--- src/rtl/alu_rr_scheduler.sv ---
// alu_rr_scheduler
//   Shares one registered ALU (EN-qualified, result valid one cycle after EN)
//   between NUM_REQ requesters. Requests are accepted round-robin, issued to
//   the ALU, and the result (or a timeout error) is routed back one-hot.
//
// Ports:
//   CLK, RST          clock, synchronous active-high reset
//   REQ_VLD/A/B/FUN   packed per-requester request (requester i at slice i)
//   REQ_RDY           one-hot accept pulse
//   ALU_EN/A/B/FUN    ALU operand bus (EN pulses for one cycle per operation)
//   ALU_OUT/VALID     ALU result
//   RSP_VLD           one-hot response pulse
//   RSP_DATA/ERR      response payload, held until the next response
//   BUSY              high whenever the scheduler is not idle
//
// Optional build macro:
//   ALU_SCHED_DIV0_TRAP_EN  answer FUN=4'b0011 with B==0 locally with an
//                           error response, without touching the ALU.
module alu_rr_scheduler #(
    parameter int NUM_REQ  = 2,
    parameter int OPSIZE   = 8,
    parameter int OUT_SIZE = 16,
    parameter int TIMEOUT  = 15
) (
    input  logic                      CLK,
    input  logic                      RST,
    input  logic [NUM_REQ-1:0]        REQ_VLD,
    input  logic [NUM_REQ*OPSIZE-1:0] REQ_A,
    input  logic [NUM_REQ*OPSIZE-1:0] REQ_B,
    input  logic [NUM_REQ*4-1:0]      REQ_FUN,
    output logic [NUM_REQ-1:0]        REQ_RDY,
    output logic                      ALU_EN,
    output logic [OPSIZE-1:0]         ALU_A,
    output logic [OPSIZE-1:0]         ALU_B,
    output logic [3:0]                ALU_FUN,
    input  logic [OUT_SIZE-1:0]       ALU_OUT,
    input  logic                      ALU_VALID,
    output logic [NUM_REQ-1:0]        RSP_VLD,
    output logic [OUT_SIZE-1:0]       RSP_DATA,
    output logic                      RSP_ERR,
    output logic                      BUSY
);

    localparam int PW = $clog2(NUM_REQ);

    typedef enum logic [1:0] {IDLE, ISSUE, WAIT, RESP} state_t;

    state_t                state_q, state_d;
    logic [PW-1:0]         ptr_q, ptr_d;
    logic [7:0]            cnt_q, cnt_d;
    logic [NUM_REQ-1:0]    req_rdy_q, req_rdy_d;
    logic                  alu_en_q, alu_en_d;
    logic [OPSIZE-1:0]     alu_a_q, alu_a_d;
    logic [OPSIZE-1:0]     alu_b_q, alu_b_d;
    logic [3:0]            alu_fun_q, alu_fun_d;
    logic [NUM_REQ-1:0]    rsp_vld_q, rsp_vld_d;
    logic [OUT_SIZE-1:0]   rsp_data_q, rsp_data_d;
    logic                  rsp_err_q, rsp_err_d;
    logic                  busy_q, busy_d;

    logic                  found;
    logic [PW-1:0]         gnt;
    int unsigned           idx;
    logic [OPSIZE-1:0]     sel_a, sel_b;
    logic [3:0]            sel_fun;

    function automatic logic [NUM_REQ-1:0] onehot(input logic [PW-1:0] k);
        logic [NUM_REQ-1:0] v;
        v = '0;
        for (int unsigned j = 0; j < NUM_REQ; j++) begin
            if (32'(k) == j) v[j] = 1'b1;
        end
        return v;
    endfunction

    // Round-robin search starting just after the last winner.
    always_comb begin
        found = 1'b0;
        gnt   = ptr_q;
        idx   = 0;
        for (int unsigned i = 1; i <= NUM_REQ; i++) begin
            idx = 32'(ptr_q) + i;
            if (idx >= NUM_REQ) idx = idx - NUM_REQ;
            if (!found && REQ_VLD[PW'(idx)]) begin
                found = 1'b1;
                gnt   = PW'(idx);
            end
        end
    end

    always_comb begin
        sel_a   = '0;
        sel_b   = '0;
        sel_fun = '0;
        for (int unsigned j = 0; j < NUM_REQ; j++) begin
            if (32'(gnt) == j) begin
                sel_a   = REQ_A[j*OPSIZE +: OPSIZE];
                sel_b   = REQ_B[j*OPSIZE +: OPSIZE];
                sel_fun = REQ_FUN[j*4 +: 4];
            end
        end
    end

    always_comb begin
        state_d    = state_q;
        ptr_d      = ptr_q;
        cnt_d      = cnt_q;
        req_rdy_d  = '0;
        alu_en_d   = 1'b0;
        alu_a_d    = alu_a_q;
        alu_b_d    = alu_b_q;
        alu_fun_d  = alu_fun_q;
        rsp_vld_d  = '0;
        rsp_data_d = rsp_data_q;
        rsp_err_d  = rsp_err_q;

        case (state_q)
            IDLE: begin
                if (found) begin
                    req_rdy_d = onehot(gnt);
                    alu_a_d   = sel_a;
                    alu_b_d   = sel_b;
                    alu_fun_d = sel_fun;
                    ptr_d     = gnt;
                    state_d   = ISSUE;
`ifdef ALU_SCHED_DIV0_TRAP_EN
                    if (sel_fun == 4'b0011 && sel_b == '0) begin
                        rsp_data_d = '0;
                        rsp_err_d  = 1'b1;
                        state_d    = RESP;
                    end
`endif
                end
            end
            ISSUE: begin
                alu_en_d = 1'b1;
                cnt_d    = '0;
                state_d  = WAIT;
            end
            WAIT: begin
                if (ALU_VALID) begin
                    rsp_data_d = ALU_OUT;
                    rsp_err_d  = 1'b0;
                    rsp_vld_d  = onehot(ptr_q);
                    state_d    = RESP;
                end else if (cnt_q == 8'(TIMEOUT)) begin
                    rsp_data_d = '0;
                    rsp_err_d  = 1'b1;
                    rsp_vld_d  = onehot(ptr_q);
                    state_d    = RESP;
                end else begin
                    cnt_d = cnt_q + 8'd1;
                end
            end
            RESP: begin
                // Entered from WAIT the pulse is already out; entered
                // straight from IDLE (div0 trap) it is emitted here first.
                if (rsp_vld_q == '0) begin
                    rsp_vld_d = onehot(ptr_q);
                end else begin
                    state_d = IDLE;
                end
            end
            default: state_d = IDLE;
        endcase

        busy_d = (state_d != IDLE);
    end

    always_ff @(posedge CLK) begin
        if (RST) begin
            state_q    <= IDLE;
            ptr_q      <= PW'(NUM_REQ - 1);
            cnt_q      <= '0;
            req_rdy_q  <= '0;
            alu_en_q   <= 1'b0;
            alu_a_q    <= '0;
            alu_b_q    <= '0;
            alu_fun_q  <= '0;
            rsp_vld_q  <= '0;
            rsp_data_q <= '0;
            rsp_err_q  <= 1'b0;
            busy_q     <= 1'b0;
        end else begin
            state_q    <= state_d;
            ptr_q      <= ptr_d;
            cnt_q      <= cnt_d;
            req_rdy_q  <= req_rdy_d;
            alu_en_q   <= alu_en_d;
            alu_a_q    <= alu_a_d;
            alu_b_q    <= alu_b_d;
            alu_fun_q  <= alu_fun_d;
            rsp_vld_q  <= rsp_vld_d;
            rsp_data_q <= rsp_data_d;
            rsp_err_q  <= rsp_err_d;
            busy_q     <= busy_d;
        end
    end

    assign REQ_RDY  = req_rdy_q;
    assign ALU_EN   = alu_en_q;
    assign ALU_A    = alu_a_q;
    assign ALU_B    = alu_b_q;
    assign ALU_FUN  = alu_fun_q;
    assign RSP_VLD  = rsp_vld_q;
    assign RSP_DATA = rsp_data_q;
    assign RSP_ERR  = rsp_err_q;
    assign BUSY     = busy_q;

endmodule

--- config.mk ---
export PLATFORM = sky130hd
export DESIGN_NAME = alu_rr_scheduler
export DESIGN_NICKNAME = d
export VERILOG_FILES = /design/src/rtl/alu_rr_scheduler.sv
export SDC_FILE = /design/constraint.sdc
export NUM_CORES = 1
export LEC_CHECK = 0
export ABC_AREA = 1
export CAP_MARGIN = 40
export CORE_UTILIZATION = 39
export DETAILED_ROUTE_END_ITERATION = 8
export PLACE_DENSITY = 0.88
export SLEW_MARGIN = 20
export SYNTH_ARGS = -nofsm -noshare
export SYNTH_HDL_FRONTEND = slang
export SYNTH_SLANG_ARGS = --single-unit
--- constraint.sdc ---
create_clock -name CLK -period 1.4 [get_ports CLK]
set_input_delay 0.14 -clock CLK [delete_from_list [all_inputs] [get_ports CLK]]
set_output_delay 0.14 -clock CLK [all_outputs]
set_load 0.005 [all_outputs]
Yosys cells after proc, flatten, opt, wreduce, memory -nomap -nowiden
Index checks and enable logic that the tools add are counted.
{"block": "totals", "register_bits": 54, "inputBits": 61, "out_inout_bits": 43, "word_cells": 74}
{"block": "op_classes", "addsub": 5, "n_lt_le_gt_ge": 4, "eq_ne": 6, "mux": 34, "bitwise_logic": 2, "reduce_logical": 11}
{"cell": "16-bit 2-to-1 mux", "count": 2}
{"cell": "8-bit 2-to-1 mux", "count": 4}
{"cell": "1-bit 2-to-1 mux", "count": 17}
{"cell": "8-bit case mux with 2 select lines", "count": 1}
{"cell": "2-bit 2-to-1 mux", "count": 7}
{"cell": "8-bit by 1-bit adder with 8-bit output, second input constant", "count": 1}
{"cell": "8-bit by 4-bit equality test with 1-bit output, second input constant", "count": 1}
{"cell": "2-bit case mux with 4 select lines", "count": 1}
{"cell": "2-bit nonzero test", "count": 3}
{"cell": "2-bit equality test, second input constant", "count": 2}
{"cell": "2-bit logical NOT", "count": 2}
{"cell": "1-bit by 2-bit < comparator with 1-bit output, second input constant", "count": 2}
{"cell": "4-bit 2-to-1 mux", "count": 1}
{"cell": "2-bit != test, second input constant", "count": 2}
{"cell": "2-bit case mux with 2 select lines", "count": 1}
{"cell": "2-bit AND reduction", "count": 2}
{"cell": "1-bit by 2-bit adder with 3-bit output, second input constant", "count": 1}
{"cell": "3-bit by 2-bit greater-or-equal comparator with 1-bit output, second input constant", "count": 1}
{"cell": "3-bit AND reduction", "count": 1}
{"cell": "3-bit OR reduction", "count": 1}
{"cell": "1-bit by 1-bit adder with 2-bit output, second input constant", "count": 1}
{"cell": "2-bit by 1-bit equality test with 1-bit output, second input constant", "count": 1}
{"cell": "2-bit greater-or-equal comparator, second input constant", "count": 1}
{"cell": "1-bit NOT", "count": 2}
{"cell": "3 further kinds", "count": 4}

Longest topological paths before layout
{"block": "logic_depth", "depth_word": 12, "mapped_depth": 9, "mapped_depth_nobuf": 9}

Worst setup path after synthesis
OpenSTA, ideal clock, no wires.
{"block": "synth_path", "path_kind": "register to register", "startpoint": "register cnt_q[0]", "endpoint": "register rsp_data_q[10], in the netlist RSP_DATA[10]", "arrival_time_ps": 1224, "required_ps": 1258, "path_slack_ps": 34, "stages_incl_launch_ff": 10, "period_less_slack_ps": 1366, "path_cell_list": "dfxtp_1 -> ha_1 -> nand2_2 -> nor2_4 -> nand3_4 -> nand2_4 -> nand2_8 -> buf_8 -> nand2_2 -> a21oi_2"}
{"block": "synth_between", "elab_chain_cells": 3}
{"element": "start: declaration", "line_no": "50", "rtl": "logic [7:0] cnt_q, cnt_d;"}
{"element": "start signal: assignment", "line_no": "187", "rtl": "cnt_q <= cnt_d;"}
{"element": "8-bit by 4-bit equality test with 1-bit output", "line_no": "146", "rtl": "end else if (cnt_q == 8'(TIMEOUT)) begin"}
{"element": "2-bit nonzero test (no line)"}
{"element": "2-bit AND reduction (no line)"}
{"element": "end signal: assignment", "line_no": "194", "rtl": "rsp_data_q <= rsp_data_d;"}
{"element": "end: declaration", "line_no": "57", "rtl": "logic [OUT_SIZE-1:0] rsp_data_q, rsp_data_d;"}
No other way between the ends.
A chain may end at the register's enable or synchronous reset.

Final worst setup path
{"block": "layout_path", "startpoint": "register cnt_q[1]", "endpoint": "register rsp_vld_q[0], in the netlist RSP_VLD[0]"}
{"block": "layout_between", "elab_chain_cells": 4}
{"element": "8-bit by 4-bit equality test with 1-bit output", "line_no": "146"}
{"element": "2-bit 2-to-1 mux", "line_no": "146"}
{"element": "2-bit 2-to-1 mux", "line_no": "141", "rtl": "if (ALU_VALID) begin"}
{"element": "2-bit case mux with 2 select lines", "line_no": "117", "rtl": "case (state_q)"}
{"element": "end signal: assignment", "line_no": "193", "rtl": "rsp_vld_q <= rsp_vld_d;"}
{"element": "end: declaration", "line_no": "56", "rtl": "logic [NUM_REQ-1:0] rsp_vld_q, rsp_vld_d;"}
No other way between the ends.

==> results.yml <==
outcome:
  status: "completed"
yosys:
  ys_seq_area_frac: 0.4333
  syn_area_mm2: 0.002495
  synth_warnings: 0
  syn_avg_cell_area_um2: 7.748
  yosys.cell_types.count: 33
  syn-instance-count: 322
  synth_fp_nets: 384
  ys_ff_latch: 54
routing:
  wl_um: 6531
  via_per_inst: 4.867
  drc: 0
  detail-route-antenna-nets: 0
  drtIter0Drc: 88
  drtPass1Iterations: 4
  vias: 2492
  wl_per_cell_um: 12.76
setup_path:
  required_ps: 1650
  cp_max_fo: 5
  crit_type: "reg -> reg"
  endpoint_kind: "flip-flop"
  critical_path.startpoint_type: "flip-flop"
  arrival_ps: 1620
  setup.worst_path.start: "cnt_q[1]"
  r2r_cells: 9
  r2r_start: "cnt_q[1]"
final_layout:
  diodes: 0
  nNetsFinal: 498
  regArea_mm2: 0.001087
  mostFrequentLayoutCells: "clkdlybuf4s50_1 (103), nand2_1 (83), dfxtp_1 (49), inv_1 (33), nand3_1 (30)"
  area_growth_pct: 55.17
  multi_input_comb_area_mm2: 0.001211
  final_cell_area_mm2: 0.003871
  drive_above_1_share: 0.1739
  final_cells: 512
  nFillCells: 511
  layout_commonest_cell: "clkdlybuf4s50_1"
sta:
  setup_viol: 0
  setup_tns_ps: 0
  period_share: 0.9801
  period_minus_slack_ps: 1372
  max_freq_mhz: 728.8
  hold_viol: 0
  rsz0062_at_grt: "true"
  skew_ps: 12.28
  worst_pin_slew_ps: 331.0
  slew_viol_final: 0
  slew_headroom: 0.7791
clock_network:
  cts_sinks: 54
  cts.clk_slew.worst_paths_ps: 100
  cts_buffers: 5
  clock_latency_ps: 310
  cts_root_buffer: "clkbuf_8"
  clk_path_buf_depth: 2
  holdBufCountCts: 0
  h-tree-depth: 2
  cts_tree: "done"
place:
  numPortBuffers: 103
  dp.cells: 500
  dp_hpwl_um: 4881
  gp_congestion: 0.8117
  placed_cell_area_mm2: 0.003679
grt:
  grt_overflow_total: 0
  grt_pass1_wl_um: 10010
  grt_max_degree: 31
  grt_pass1_vias: 2354
  grt_usage: 0.1920
  grt_antenna_before_repair: 0
min_path:
  hold_path_class: "in -> reg"
  hp-start: "ALU_OUT[2]"
  hold_depth: 3
floorplanning:
  core_area_mm2: 0.006061
  die_y_um: 81.98
  start_util: 0.4116
  io_pins: 104
  dieArea_mm2: 0.006721
  row_count: 28
  die_x_um: 81.98
pwr:
  p_leak_nw: 1.576
  total_power_mw: 4.900
  power_density_mw_per_mm2: 1266
  ir_drop_uv: 1139
job:
  cap_violations: 0
logic make-up after synthesis:
kind of cell               count (synthesis)  share of synthesized area
and+or+nand+nor                          166                     0.3230
buffers and inverters                     53                     0.1013
adders and majority gates                  1                   0.005014
DFF                                       54                     0.4333
AOI/OAI and AO/OA                         48                     0.1374
final cells by class:
class | count | share of cell area
repair buffers | 120 | 0.3132
multi-input cells | 217 | 0.3129
flip-flops and latches | 54 | 0.2809
inverters | 38 | 0.03878
well taps | 75 | 0.02424
clock buffers | 5 | 0.01778
clock inverters | 3 | 0.01228
repair_timing:
action | 4_1_cts | 5_1_grt
gates cloned | 1 | 1
pin swaps | 1 | 7
setup endpoints to repair | 2 | 40
buffers inserted | 0 | 2
gates resized for setup | 1 | 13
flip-flops by register name, indices dropped and copies added, names as in the netlist:
| register | flops |
|---|---|
| ALU_A | 8 |
| ALU_B | 8 |
| ALU_EN | 1 |
| ALU_FUN | 4 |
| BUSY | 1 |
| REQ_RDY | 2 |
| RSP_DATA | 16 |
| RSP_ERR | 1 |
| RSP_VLD | 2 |
| cnt_q | 8 |
| ptr_q | 1 |
| state_q | 2 |
report_power, final:
group	total [mW]	internal [mW]	switching [mW]
logic	1.86	0.986	0.873
clock network	1.06	0.542	0.516
registers	1.98	1.81	0.176
cells in the mapped netlist (all sizes together):
cell      n  share of area
dfxtp    54           0.43
nand3    32          0.074
o21ai     3         0.0060
a21oi    23          0.066
o21bai    1         0.0030
nand2   100           0.18
inv      35          0.053
nor2     26          0.050
clkinv    3         0.0070
nor3b     1         0.0030
o211ai   20          0.060
nand4     3         0.0075
ha        1         0.0050
a31oi     1         0.0025
clkbuf    4         0.0060
nor3      4          0.013
buf      11          0.036
through the flow:
stage                     hold WS, ps  utilization  setup WS [ps]
final                           378.3       0.6387          27.84
after global routing            392.4       0.6387         -74.91
after CTS                       377.7       0.6284          2.094
after detailed placement        456.2       0.6069         -106.1
after global placement          450.0       0.6069         -57.73
after floorplan                 287.2            -          34.08
worst paths after layout:
check / to / slack (ps)
worst max-delay path: RSP_VLD[0] / 30
worst max register to register: RSP_VLD[0] / 30
worst min-delay path: RSP_DATA[2] / 380
worst min register to register: RSP_DATA[12] / 470
per-layer routing:
layer,share of wire,up-vias,track usage
met2,0.49,97,0.3512
met5,0,-,0
met3,0.085,13,0.05222
li1,-,1267,-
met1,0.41,1115,0.2136
met4,0.016,0,0.05965
critical path, cell delays in order (launching register included):
cell	delay, ps
dfxtp_2	370
ha_4	160
nand2_2	80
nor2_4	150
nand3_4	100
nand2_4	150
nand2_8	80
nand2_2	60
nand2_2	70
nor2_1	80
Power figures use the tool's default switching activity.
